$ cat config.mk
export PLATFORM = sky130hd
export DESIGN_NAME = acc_prod_9_flat
export DESIGN_NICKNAME = d
export VERILOG_FILES = /design/src/rtl/acc_prod_9_if.sv /design/src/rtl/acc_prod_9.sv /design/src/flat_wrapper.sv
export SDC_FILE = /design/constraint.sdc
export NUM_CORES = 1
export LEC_CHECK = 0
export CORE_ASPECT_RATIO = 1.4
export CORE_MARGIN = 5
export CORE_UTILIZATION = 33
export DETAILED_ROUTE_END_ITERATION = 12
export GPL_ROUTABILITY_DRIVEN = 0
export MAX_ROUTING_LAYER = met4
export PLACE_DENSITY = 0.65
export SLEW_MARGIN = 10
export SYNTH_ARGS = -nofsm -noshare
export SYNTH_HDL_FRONTEND = slang
export SYNTH_SLANG_ARGS = --single-unit
$ cat constraint.sdc
create_clock -name clk -period 2.7 [get_ports clk]
set_input_delay 0.405 -clock clk [delete_from_list [all_inputs] [get_ports clk]]
set_output_delay 0.405 -clock clk [all_outputs]
set_load 0.01 [all_outputs]
$ cat src/rtl/acc_prod_9_if.sv
//==============================================================================
// Module : read_interface / write_interface
// Purpose: Tagged multi-flux FIFO handshake bundles used around acc_prod_9.
//          read_interface : per-flux empty flags in, per-flux read strobes out,
//                           shared data word in (from the FIFO side).
//          write_interface: per-flux full flags in, single write strobe and
//                           tagged data word out.
// Ports  : (interface members)
//          read_interface  : empty[FLUX-1:0], read[FLUX-1:0], dout[WIDTH-1:0]
//          write_interface : full[FLUX-1:0],  write,          din[WIDTH-1:0]
// Modports: actor/master = block consuming/producing the stream,
//           slave         = FIFO side.
// Rev    : 1.0  initial release
//==============================================================================
`default_nettype none

interface read_interface #(
   parameter int FLUX  = 2,
   parameter int WIDTH = 19
);
   logic [FLUX-1:0]  empty;
   logic [FLUX-1:0]  read;
   logic [WIDTH-1:0] dout;

   modport actor  (input empty, input dout, output read);
   modport master (input empty, input dout, output read);
   modport slave  (output empty, output dout, input read);
endinterface

interface write_interface #(
   parameter int FLUX  = 2,
   parameter int WIDTH = 22
);
   logic [FLUX-1:0]  full;
   logic             write;
   logic [WIDTH-1:0] din;

   modport actor  (input full, output write, output din);
   modport master (input full, output write, output din);
   modport slave  (output full, input write, input din);
endinterface

`default_nettype wire

$ cat src/rtl/acc_prod_9.sv
//==============================================================================
// Module : acc_prod_9
// Purpose: Per-flux tap accumulator. Sums TAPS consecutive signed products of
//          each tagged flux and emits one tagged sum per group. One flux is
//          serviced per cycle, lowest index first. The final product of a
//          group is read and its sum written in the same cycle.
// Ports  : clk             - clock, rising edge
//          rst             - synchronous active-high reset
//          read_port_prod  - product stream in (empty in, read out, dout in)
//          write_port_sum  - tap-sum stream out (full in, write out, din out)
// Rev    : 1.0  initial release
//==============================================================================
`default_nettype none

module acc_prod_9 #(
   parameter int FLUX            = 2,
   parameter int TAPS            = 8,
   parameter int TAG_WIDTH       = $clog2(FLUX),
   parameter int DATA_WIDTH_PROD = 18,
   parameter int DATA_WIDTH_SUM  = DATA_WIDTH_PROD + $clog2(TAPS)
) (
   input  logic           clk,
   input  logic           rst,
   read_interface.actor   read_port_prod,
   write_interface.actor  write_port_sum
);

   localparam int CNT_W = ($clog2(TAPS) < 1) ? 1 : $clog2(TAPS);
   localparam int EXT_W = DATA_WIDTH_SUM - DATA_WIDTH_PROD;
   localparam logic [CNT_W-1:0] C_LAST = CNT_W'(TAPS - 1);

   logic [DATA_WIDTH_SUM-1:0] acc_q [FLUX];
   logic [DATA_WIDTH_SUM-1:0] acc_d [FLUX];
   logic [CNT_W-1:0]          cnt_q [FLUX];
   logic [CNT_W-1:0]          cnt_d [FLUX];

   logic [FLUX-1:0]           eligible;
   logic [DATA_WIDTH_SUM-1:0] prod_ext;
   logic [DATA_WIDTH_SUM-1:0] sum;
   logic                      found;
   logic [FLUX-1:0]           read_vec;
   logic                      write_bit;
   logic [DATA_WIDTH_SUM+TAG_WIDTH-1:0] din_vec;

   // Tag bits of the incoming word carry no information here; the flux is
   // identified by which read strobe is raised.
   logic unused_tag;
   assign unused_tag = ^read_port_prod.dout[DATA_WIDTH_PROD+TAG_WIDTH-1:DATA_WIDTH_PROD];

   assign prod_ext = {{EXT_W{read_port_prod.dout[DATA_WIDTH_PROD-1]}},
                      read_port_prod.dout[DATA_WIDTH_PROD-1:0]};

   // A flux may proceed mid-group even when its output is full; only the
   // group-closing product needs room downstream.
   for (genvar g = 0; g < FLUX; g++) begin : g_elig
      assign eligible[g] = !read_port_prod.empty[g] &&
                           ((cnt_q[g] < C_LAST) || !write_port_sum.full[g]);
   end

   always_comb begin
      acc_d     = acc_q;
      cnt_d     = cnt_q;
      read_vec  = '0;
      write_bit = 1'b0;
      din_vec   = '0;
      found     = 1'b0;
      sum       = '0;
      if (!rst) begin
         for (int i = 0; i < FLUX; i++) begin
            if (!found && eligible[i]) begin
               found       = 1'b1;
               read_vec[i] = 1'b1;
               sum         = acc_q[i] + prod_ext;
               if (cnt_q[i] == C_LAST) begin
                  write_bit = 1'b1;
                  din_vec   = {TAG_WIDTH'(i), sum};
                  acc_d[i]  = '0;
                  cnt_d[i]  = '0;
               end else begin
                  acc_d[i]  = sum;
                  cnt_d[i]  = cnt_q[i] + CNT_W'(1);
               end
            end
         end
      end
   end

   assign read_port_prod.read  = read_vec;
   assign write_port_sum.write = write_bit;
   assign write_port_sum.din   = din_vec;

   always_ff @(posedge clk) begin
      if (rst) begin
         for (int i = 0; i < FLUX; i++) begin
            acc_q[i] <= '0;
            cnt_q[i] <= '0;
         end
      end else begin
         acc_q <= acc_d;
         cnt_q <= cnt_d;
      end
   end

endmodule

`default_nettype wire

$ cat src/flat_wrapper.sv
// flat-port wrapper written by rule: the top's interface ports become plain ports
module acc_prod_9_flat 
#(
   parameter int FLUX            = 2,
   parameter int TAPS            = 8,
   parameter int TAG_WIDTH       = $clog2(FLUX),
   parameter int DATA_WIDTH_PROD = 18,
   parameter int DATA_WIDTH_SUM  = DATA_WIDTH_PROD + $clog2(TAPS)
)
  (clk, rst, read_port_prod_empty, read_port_prod_dout, read_port_prod_read, write_port_sum_full, write_port_sum_write, write_port_sum_din);
  read_interface #(.FLUX(FLUX), .WIDTH(19)) read_port_prod_i ();
  write_interface #(.FLUX(FLUX), .WIDTH(22)) write_port_sum_i ();
  input  logic clk;
  input  logic rst;
  input wire logic [$bits(read_port_prod_i.empty)-1:0] read_port_prod_empty;
  input wire logic [$bits(read_port_prod_i.dout)-1:0] read_port_prod_dout;
  output wire logic [$bits(read_port_prod_i.read)-1:0] read_port_prod_read;
  input wire logic [$bits(write_port_sum_i.full)-1:0] write_port_sum_full;
  output wire logic [$bits(write_port_sum_i.write)-1:0] write_port_sum_write;
  output wire logic [$bits(write_port_sum_i.din)-1:0] write_port_sum_din;
  assign read_port_prod_i.empty = read_port_prod_empty;
  assign read_port_prod_i.dout = read_port_prod_dout;
  assign read_port_prod_read = read_port_prod_i.read;
  assign write_port_sum_i.full = write_port_sum_full;
  assign write_port_sum_write = write_port_sum_i.write;
  assign write_port_sum_din = write_port_sum_i.din;
  acc_prod_9 #(.FLUX(FLUX), .TAPS(TAPS), .TAG_WIDTH(TAG_WIDTH), .DATA_WIDTH_PROD(DATA_WIDTH_PROD), .DATA_WIDTH_SUM(DATA_WIDTH_SUM)) u_core (.clk(clk), .rst(rst), .read_port_prod(read_port_prod_i), .write_port_sum(write_port_sum_i));
endmodule
==> results.md <==
- Ports: 50
- Critical Path Source Type: register
- Worst-path clk slew: 70 ps
- Post-DP HPWL: 12.12 mm
- Outcome: finished with violations
- Antenna Violating Nets Remaining: 0
- Layout cell share with drive strength beyond 1: 48.28%
- Fin crit share: 115.6%
- Max clock buf depth: 2
- Crit-path max FO: 4
- CTS tree: yes
- Power Density: 453.6 mW/mm^2
- H-tree levels: 2
- Vias: between 5000 and 6000
- Final Max Slew Viols: 0
- HP Class: register to register
- Static Leak: 0.003210 uW
- CTS Root Cell: clkbuf_16
- Max Cap Viol: 0
- Failing checks: setup timing
- CTS Buf Count: 5
- Number of synthesized flops with an enable pin: 0
- Sequential cell area: 982.2 sq um
- Net switching fraction of the power: between 30% and 40%
- First-pass GRT wire length: 26.88 mm
- GRT Total Usage: between 20 and 25%
- Util after Layout: a little under three fifths
- Clk_lat worst skew: approximately 300 ps
- Cells after Synth: roughly 530
- Synthesized flop and latch total: 48
- Largest net degree at the start of global routing: 28
- Mapped Nets: around 600
- Synth cell types: between 60 and 70
- Global route overflow: 0
- Routed length per instance: 18.94 um
- Initial antenna violation count: 0
- Internal power: approximately 2100 uW
- Final Setup Violations: 15
- Sw Pwr: between 1000 and 1500 uW
- Flop pwr share: around a quarter
- Vias in the first global route: 5421
- Port bufs: 48
- Clock Power Share: between 20% and 30%
- CTS Sinks: 48
- Skew final: about 9.2 ps
- Cts hold-fix bufs: 0
- Final worst setup slack: -421.3 ps
- Crit. End Element: output pin
- Commonest non-fill, non-tap cell in the layout: buf_4
- Die Y: roughly 140 um
- Post-Route WL: about 17 mm
- # DRC: 0
- Fillers: 1022
- Combinational share of power: a little over half
- Peak supply drop: approximately 290 uV
- Total Power: approximately 3200 uW
- Critical Path, Cell by Cell: ha_4 > inv_2 > fa_2 > nor2b_2 > o31a_1 > o211a_1 > or3_4 > a311oi_4 > xnor2_1 > o22ai_2 > buf_2
- NumNets Final: 828
- Worst EP arrival: approximately 2700 ps
- Syn avg cell area: approximately 7.9 sq um
- Starting DRT DRC Count: 284
- Initial core utilization: approximately 34%
- Req. time, crit path: 2300 ps
- RSZ-0062 raised after global routing: true
- Commonest cells after routing, fill and taps aside: buf_4, nor2_1, nand2_1, dfxtp_1, a21oi_1
- Std-Cell Rows: 48
- Core Area: between 0.01 and 0.015 sq mm
- Antenna Cells: 0
- Share of flip-flops with an asynchronous set or reset: 0%
- Die Wd: around 100 um
- Max Fclk: ~320 MHz
- Fin Hold WS: just under 500 ps
- Post-synthesis sequential area ratio: 23.17%
- DIE AREA: 0.01494 sq mm
- Final Hold Vio Count: 0
- Worst-Margin Slew: a little over 800 ps
- Kind of critical path: register to output pin
- Via/cell ratio: approximately 5.8
- Multi-input gate area: roughly 0.0038 sq mm
- Leading register cell type out of synthesis: dfxtp_1
- P&R area growth vs syn: 70.70%
- Pre-CTS setup slack: -1161 ps
- Cell area after synthesis: 0.004146 sq mm
- Slowest stage delay, CP: 390 ps
- Worst path slowest cell: or3_4
- Syn. warnings: 0
- Final min period: between 3000 and 4000 ps
- Max_slew headroom: between 40 and 50%
- TritonRoute pass-1 iters: 5
[cells in the mapped netlist, types with 5 or more instances]
library cell  instances  share of area (%)
a21o_1               14                2.5
a32oi_1               6                1.3
clkbuf_1             17                1.5
xor2_1               12                2.5
a311o_1               6                1.4
ha_1                 44                 13
inv_1                15                1.4
nor3_1               12                1.4
nand3_1              28                3.4
and3_1                9                1.4
dfxtp_1              48                 23
a22oi_1              14                2.5
o21ai_0              24                2.9
nor2_1               57                5.2
o21a_1                9                1.6
o211ai_1              6                1.1
a21oi_1              42                5.1
xnor2_1              21                4.4
nand2_1              38                3.4
and2_1                5               0.75
o22ai_1              10                1.5
[per-layer routing]
metal / routed length (um) / track usage, % / part of all wire (%) / vias to the layer above
li1: - / - / - / 2436
met1: 6509 / 24.08 / 38 / 2518
met2: 8831 / 39.65 / 51 / 214
met3: 808 / 2.578 / 4.7 / 76
met4: 1051 / 14.95 / 6.1 / 0
met5: 0 / - / 0 / -
[sequential cells by signal, indices dropped and copies added (netlist names)]
| signal | flops |
|---|---|
| u_core.cnt_q | 6 |
| u_core.acc_q | 42 |
[per-stage QoR]
stage | cells | TNS, ps | area [sq um]
5_1_grt | 908 | -5152 | 7078
4_1_cts | 890 | -3958 | 6795
2_1_floorplan | 528 | -30.13 | 4189
6_report | 908 | -3844 | 7078
3_3_place_gp | 864 | -23000 | 5967
3_5_place_dp | 864 | -25340 | 5967
[kinds of logic (layout without fill, tap and decap cells)]
kind of cell / Yosys count / count (layout) / synth area share [%]
xor+xnor: 33 / 33 / 6.970
buf+inv: 37 / 267 / 3.349
simple gates: 183 / 183 / 21.54
fa+ha+maj: 46 / 46 / 14.24
flops: 48 / 48 / 23.17
mux: 5 / 5 / 1.297
compound gates: 176 / 176 / 29.42
[timing repair]
action | in CTS | in global routing
pin swaps | 66 | 53
setup buffers | 19 | 21
gates resized for setup | 239 | 51
setup endpoints to repair | 32 | 25
[critical path, delay by kind of cell (launching register included)]
| family | cells | cell delay, ps |
|---|---|---|
| buffers and inverters | 2 | 200 |
| and+or+nand+nor | 2 | 440 |
| DFF | 1 | 360 |
| AOI/OAI and AO/OA | 4 | 930 |
| adders and majority gates | 2 | 360 |
| xor gates and xnor gates | 1 | 130 |
[cell type report]
| cell class | count | area share (%) |
|---|---|---|
| well taps | 150 | 2.652 |
| repair buffers | 243 | 26.41 |
| multi-input cells | 443 | 54.11 |
| flip-flops and latches | 48 | 13.88 |
| inverters | 16 | 0.8485 |
| clock buffers | 6 | 1.962 |
| clock inverters | 2 | 0.1414 |
[power by group through the flow]
| stage | sequential (uW) | clock, uW | combinational (uW) |
|---|---|---|---|
| floorplan | 826 | 0 | 715 |
| global placement | 837 | 0 | 1270 |
| global route | 851 | 705 | 1810 |
| detailed placement | 840 | 0 | 1310 |
| CTS | 839 | 680 | 1540 |
| finish | 845 | 674 | 1690 |
[path summary, 6_finish.rpt]
path / slack, ps / endpoint / cells after the start / from
hold reg to reg: 480 / u_core.acc_q[23] / 2 / u_core.acc_q[23]
setup / recovery: -420 / write_port_sum_din[20] / 11 / u_core.acc_q[21]
hold / removal: 480 / u_core.acc_q[23] / 2 / u_core.acc_q[23]
setup reg to reg: 30 / u_core.acc_q[29] / 15 / u_core.acc_q[21]
Power figures use the tool's default switching activity.
